`src/rtl/opti_pkg.sv`:
```
// Shared constants and source state encoding for the opti filter slice.
// Filter-side blocks reuse DATA_W / ADDR_W from here.
package opti_pkg;

  localparam int MAX_SAMPLES = 2048;
  localparam int DATA_W      = 16;
  localparam int ADDR_W      = $clog2(MAX_SAMPLES);
  localparam int GAP_W       = 8;

  typedef enum logic [1:0] {
    SRC_IDLE  = 2'd0,
    SRC_RUN   = 2'd1,
    SRC_DRAIN = 2'd2,
    SRC_FIN   = 2'd3
  } src_state_t;

endpackage

```
`src/rtl/opti_src_pacer.sv`:
```
// Interval down-counter: tick when a sample read is due.
// Ports: clear/en/load control, reload value, tick out.
module opti_src_pacer #(
  parameter int GAP_W = 8
) (
  input  logic             clk,
  input  logic             rst_n,
  input  logic             clear,
  input  logic             en,
  input  logic             load,
  input  logic [GAP_W-1:0] reload,
  output logic             tick
);

  logic [GAP_W-1:0] cnt;

  assign tick = en && (cnt == '0);

  always_ff @(posedge clk or negedge rst_n) begin
    if (!rst_n) begin
      cnt <= '0;
    end else if (clear) begin
      cnt <= '0;
    end else if (load) begin
      cnt <= reload;
    end else if (en && (cnt != '0)) begin
      cnt <= cnt - 1'b1;
    end
  end

endmodule

```
`src/rtl/opti_sample_source.sv`:
```
// Paced sample streamer: memory reads -> data_out/valid, done at end.
// Ports: start/abort/config in, mem read port, data_out/valid, busy/done.
// Optional OPTI_SRC_LOOP_EN adds loop_mode (continuous wrap until abort).
module opti_sample_source #(
  parameter int DATA_W = opti_pkg::DATA_W,
  parameter int ADDR_W = opti_pkg::ADDR_W,
  parameter int GAP_W  = opti_pkg::GAP_W
) (
  input  logic              clk,
  input  logic              rst_n,
  input  logic              start,
  input  logic              abort,
  input  logic [ADDR_W-1:0] base_addr,
  input  logic [ADDR_W-1:0] sample_count,
  input  logic [GAP_W-1:0]  interval,
`ifdef OPTI_SRC_LOOP_EN
  input  logic              loop_mode,
`endif
  output logic              mem_rd_en,
  output logic [ADDR_W-1:0] mem_addr,
  input  logic [DATA_W-1:0] mem_rdata,
  output logic [DATA_W-1:0] data_out,
  output logic              data_out_valid,
  output logic              busy,
  output logic              done
);

  import opti_pkg::*;

  src_state_t state;
  src_state_t state_nx;

  logic [ADDR_W-1:0] base_q;
  logic [ADDR_W-1:0] last_idx_q;
  logic [GAP_W-1:0]  gap_q;
  logic [ADDR_W-1:0] idx;

  logic launch;
  logic tick;
  logic is_last;
  logic loop_on;

  // read issued last cycle; data arrives on mem_rdata now
  logic rd_pend;
  logic last_pend;
  // current data_out belongs to sample N-1
  logic out_last;

`ifdef OPTI_SRC_LOOP_EN
  logic loop_q;

  always_ff @(posedge clk or negedge rst_n) begin
    if (!rst_n) begin
      loop_q <= 1'b0;
    end else if (launch) begin
      loop_q <= loop_mode;
    end
  end

  assign loop_on = loop_q;
`else
  assign loop_on = 1'b0;
`endif

  assign launch  = (state == SRC_IDLE) && start && !abort;
  assign is_last = (idx == last_idx_q);
  assign mem_addr = base_q + idx;

  opti_src_pacer #(
    .GAP_W (GAP_W)
  ) u_pacer (
    .clk    (clk),
    .rst_n  (rst_n),
    .clear  (state == SRC_IDLE),
    .en     ((state == SRC_RUN) && !abort),
    .load   (tick),
    .reload (gap_q),
    .tick   (tick)
  );

  always_ff @(posedge clk or negedge rst_n) begin
    if (!rst_n) begin
      state <= SRC_IDLE;
    end else begin
      state <= state_nx;
    end
  end

  always_comb begin
    state_nx = state;
    if (abort) begin
      state_nx = SRC_IDLE;
    end else begin
      unique case (state)
        SRC_IDLE: begin
          if (start) state_nx = SRC_RUN;
        end
        SRC_RUN: begin
          if (tick && is_last && !loop_on)
            state_nx = SRC_DRAIN;
        end
        SRC_DRAIN: begin
          if (data_out_valid && out_last)
            state_nx = SRC_FIN;
        end
        SRC_FIN: begin
          state_nx = SRC_IDLE;
        end
        default: state_nx = SRC_IDLE;
      endcase
    end
  end

  always_comb begin
    busy      = (state != SRC_IDLE);
    mem_rd_en = tick;
    done      = (state == SRC_FIN) ||
                (loop_on && data_out_valid && out_last);
  end

  // run configuration; count 0 wraps to 2047 = 2048 samples,
  // interval 0 behaves as 1
  always_ff @(posedge clk or negedge rst_n) begin
    if (!rst_n) begin
      base_q     <= '0;
      last_idx_q <= '0;
      gap_q      <= '0;
    end else if (launch) begin
      base_q     <= base_addr;
      last_idx_q <= sample_count - 1'b1;
      gap_q      <= (interval == '0) ? '0 : interval - 1'b1;
    end
  end

  always_ff @(posedge clk or negedge rst_n) begin
    if (!rst_n) begin
      idx <= '0;
    end else if (launch) begin
      idx <= '0;
    end else if (tick) begin
      idx <= is_last ? '0 : idx + 1'b1;
    end
  end

  always_ff @(posedge clk or negedge rst_n) begin
    if (!rst_n) begin
      rd_pend        <= 1'b0;
      last_pend      <= 1'b0;
      out_last       <= 1'b0;
      data_out_valid <= 1'b0;
      data_out       <= '0;
    end else if (abort) begin
      rd_pend        <= 1'b0;
      last_pend      <= 1'b0;
      out_last       <= 1'b0;
      data_out_valid <= 1'b0;
    end else begin
      rd_pend        <= tick;
      last_pend      <= tick && is_last;
      data_out_valid <= rd_pend;
      out_last       <= rd_pend && last_pend;
      if (rd_pend) data_out <= mem_rdata;
    end
  end

endmodule

```
`config.mk`:
```
export PLATFORM = sky130hd
export DESIGN_NAME = opti_sample_source
export DESIGN_NICKNAME = d
export VERILOG_FILES = /design/src/rtl/opti_pkg.sv /design/src/rtl/opti_src_pacer.sv /design/src/rtl/opti_sample_source.sv
export SDC_FILE = /design/constraint.sdc
export NUM_CORES = 1
export LEC_CHECK = 0
export BUFFER_PORTS_ARGS = -buffer_cell sky130_fd_sc_hd__buf_2
export CAP_MARGIN = 15
export CORE_UTILIZATION = 55
export DETAILED_ROUTE_END_ITERATION = 10
export PLACE_DENSITY = 0.79
export RECOVER_POWER = 25
export SLEW_MARGIN = 20
export SYNTH_ARGS = -nofsm -noshare
export SYNTH_HDL_FRONTEND = slang
export SYNTH_SLANG_ARGS = --single-unit
```
`constraint.sdc`:
```
create_clock -name clk -period 2.55 [get_ports clk]
set_clock_uncertainty 0.1 [all_clocks]
set_input_delay 0.3825 -clock clk [delete_from_list [all_inputs] [get_ports clk]]
set_output_delay 0.3825 -clock clk [all_outputs]
set_load 0.1 [all_outputs]
```
==> results by group <==
Logic synthesis
  – Syn. warnings: 0
  – Leading area contributor after synthesis: dfrtp_1
  – Post-synth EDFFs: 0
  – Synth cell types: 50
  – Simple-Gate Fraction of Synth Area: 0.198
  – Compound-Gate Fraction of Synth Area: 0.120
  – Largest family of logic cells by synthesized area: simple AND/OR/NAND/NOR gates
  – Area share of xor/xnor cells in the synthesized design: 0.0693
  – Top-count cell post-synth: dfrtp_1
  – Sequential area share after synthesis: 0.440
  – Synth area leaders: dfrtp_1 (44%), nand2_1 (6.4%), ha_1 (6.2%)
  – Post-synth top cells: dfrtp_1 (71), nand2_1 (69), o21ai_0 (35)
  – Ys flop type: dfrtp_1
  – Syn nets: 504
  – Area of the mapped netlist: 4040 um2
  – Area share of fa/ha/maj cells after synthesis: 0.0669
  – Avg Inst Size Synth: 9.33 um2
  – Multiplexer share of the synthesized area: 0.0650
  – #FFs+latches synth: 71
  – Post-Synthesis Cells: 433
  – Asr flop ratio synth: 1.00
  – Post-synth top area share: 0.440

Global routing
  – Maximum number of pins on one net before global-route repair: 72
  – Global-route met2 utilization: 0.471
  – Met1 GRT Util: 0.342
  – GRT overflow: 0
  – Most used routing layer: met2
  – GR Util met3: 0.0745
  – Global-route wire length before repair: 16.4 mm
  – Vias in the first global route: between 3k and 4k
  – Overall Global Routing Usage: 0.278
  – Antenna violations before repair: 0

Setup path
  – Crit path launch type: register
  – CP Max Fanout: 3
  – R2R depth: 7
  – R2R Path End: last_idx_q[5]
  – Critical path type: register to primary output
  – Worst-path cell chain: ha_1 -> buf_6 -> nand3_4 -> o31ai_4 -> a21oi_4 -> buf_4 -> a311o_2 -> buf_12
  – Critical Path End Type: primary output
  – CP Capture Point: mem_addr[9]
  – Critical path startpoint: base_q[3]
  – Slowest-stage cell, CP: dfrtp_1
  – Largest stage delay, worst path: about 0.40 ns
  – R2r setup slk: a little over 0.3 ns
  – RR Startpoint: state[0]
  – CP Data Required Time: between 2 and 2.5 ns
  – Crit path DAT: between 2 and 2.5 ns

Clocking
  – TritonCTS clock tree: yes
  – Num CTS Buffers: 9
  – CTS max path bufs: 2
  – H-tree depth: 3
  – CTS root buf: clkbuf_8
  – Number of sinks on the clock net: 71
  – Clock slew at reported path FFs: 0.09 ns
  – Latest clock arrival within the worst-skew pair: 0.36 ns

Layout
  – Final Cell Area: ~5400 um2
  – Cell Count, Final, Fillers Out: 641
  – Fill cells: ~470
  – Antenna cell count: 0
  – Ratio of cells with drive above 1 in the final layout: 0.349
  – Layout area overhead: 33.1%
  – Layout net count: approximately 600

Placement
  – Pre-CTS setup slack: approximately 0.076 ns
  – DP Area: 4870 um2
  – Routability Congestion: around 0.83
  – DP Cell Count: slightly above 600
  – IO Port Bufs: 80
  – DPL Wire Length: 7.10 mm

Status
  – Failing checks: max-capacitance violations, max-slew violations, negative setup slack
  – Outcome: complete, but fails checks

Floorplanning
  – Die area: 7690 um2
  – Die width: approximately 88 um
  – Core area: 6940 um2
  – IO Pins: a little over 80
  – Site row count: 30
  – Initial Util: 0.582
  – Die Y: 87.7 um

Flow run
  – Max-Cap Viols: 1

STA
  – Setup_tns: -0.994 ns
  – Final cycle utilization of the critical path: 1.09
  – Final setup fails: 7
  – Final WS setup: -0.240 ns
  – Slew Limit Fails: 72
  – Slew headroom: -0.0248
  – Min Tclk post-route: 2.79 ns
  – Fmax: approximately 0.36 GHz
  – RSZ-0062 raised after global routing: true
  – Hold WS: 0.115 ns
  – Final Hold Vio Count: 0
  – Worst-Margin Slew: between 1.5 and 2 ns

Detailed routing
  – Vias per cell: 5.74
  – First-pass DRT Iterations: 5
  – DR vias: between 3k and 4k
  – Drt wl/cell: ~17 um
  – DR DRC count: 0
  – ANT nets after route: 0
  – Routed Wire Length: ~11 mm
  – DRT iter0 DRCs: approximately 220

Pwr
  – Worst vdd rail ir drop: roughly 1 mV
  – P_leak: roughly 2.5 nW
  – PwrDens: 1370 nW/um2

Min path
  – Hold WC Path Type: primary input to register
[metrics by stage]
stage	utilization	total power [mW]
after floorplan	-	5.14
after global placement	0.702	6.03
after detailed placement	0.702	6.16
after CTS	0.761	7.23
after global routing	0.775	7.72
final	0.775	7.38
[area by class of cell]
class	instances	area (um2)	area share
Multi-Input combinational cell	325	2420	0.449
Sequential cell	71	1780	0.331
Timing Repair Buffer	112	790	0.147
Clock buffer	9	124	0.0230
Tap cell	96	120	0.0223
Inverter	21	78.8	0.0147
Clock inverter	7	71.3	0.0133
[worst max-delay path: cells and delay by family (launching register included)]
kind,cells,cell delay (ns)
simple gates,1,0.09
compound gates,3,0.69
flops,1,0.40
fa+ha+maj,1,0.32
buf+inv,3,0.44
[power breakdown]
group	switching, mW	internal (mW)	leakage, nW	total [mW]
Combinational	3.20	1.41	1.52	4.61
Clock	0.523	0.391	0.103	0.914
Sequential	0.314	1.55	0.906	1.86
[cells by family (layout without fill, tap and decap cells)]
group,Yosys count,count (layout)
and+or+nand+nor,167,167
adders and majority gates,21,21
muxes,24,24
DFF,71,71
AOI/OAI and AO/OA,81,81
buffers and inverters,37,149
xor gates and xnor gates,32,32
[worst min-delay path by stage]
stage                     slack, ns    startpoint  cells after the start            to
after floorplan               -0.01         rst_n                      0     base_q[0]
after global placement         0.34         rst_n                      2  data_out[12]
after detailed placement       0.34         rst_n                      2  data_out[12]
after CTS                      0.10  base_addr[4]                      3     base_q[4]
after global routing           0.11  base_addr[5]                      3     base_q[5]
final                          0.12  base_addr[5]                      3     base_q[5]
[registers in the layout, indices dropped and copies added (netlist names)]
| signal | flops |
|---|---|
| data_out | 16 |
| last_pend | 1 |
| state | 2 |
| rd_pend | 1 |
| base_q | 11 |
| out_last | 1 |
| u_pacer.cnt | 8 |
| gap_q | 8 |
| last_idx_q | 11 |
| idx | 11 |
| data_out_valid | 1 |
[layout by cell type, fill, tap and decap left out, drive strengths merged, types with 6 or more instances in the layout]
| master | instances |
|---|---|
| buf | 110 |
| dfrtp | 71 |
| nand2 | 69 |
| o21ai | 35 |
| nor2 | 29 |
| inv | 27 |
| ha | 20 |
| mux2 | 18 |
| xor2 | 16 |
| a21oi | 16 |
| xnor2 | 16 |
| nor3 | 14 |
| nand3 | 12 |
| nor4 | 10 |
| clkbuf | 10 |
| and3 | 9 |
| a31oi | 7 |
| mux2i | 6 |
[per-layer routing]
layer  routed length [um]  share of wire
met1                 4310           0.40
met2                 5350           0.50
met3                  594          0.056
met4                  439          0.041
met5                    0              0
[timing repair]
| action | 4_1_cts | 5_1_grt |
|---|---|---|
| gates resized for setup | 33 | 13 |
| gates cloned | 0 | 0 |
| endpoints found under the setup margin | 8 | 8 |
| buffers inserted | 8 | 3 |
| pin swaps | 15 | 11 |
| hold endpoints to repair | 71 | 0 |
| hold buffers | 1 | 0 |
Note: power is estimated with default switching activity, not from simulation.
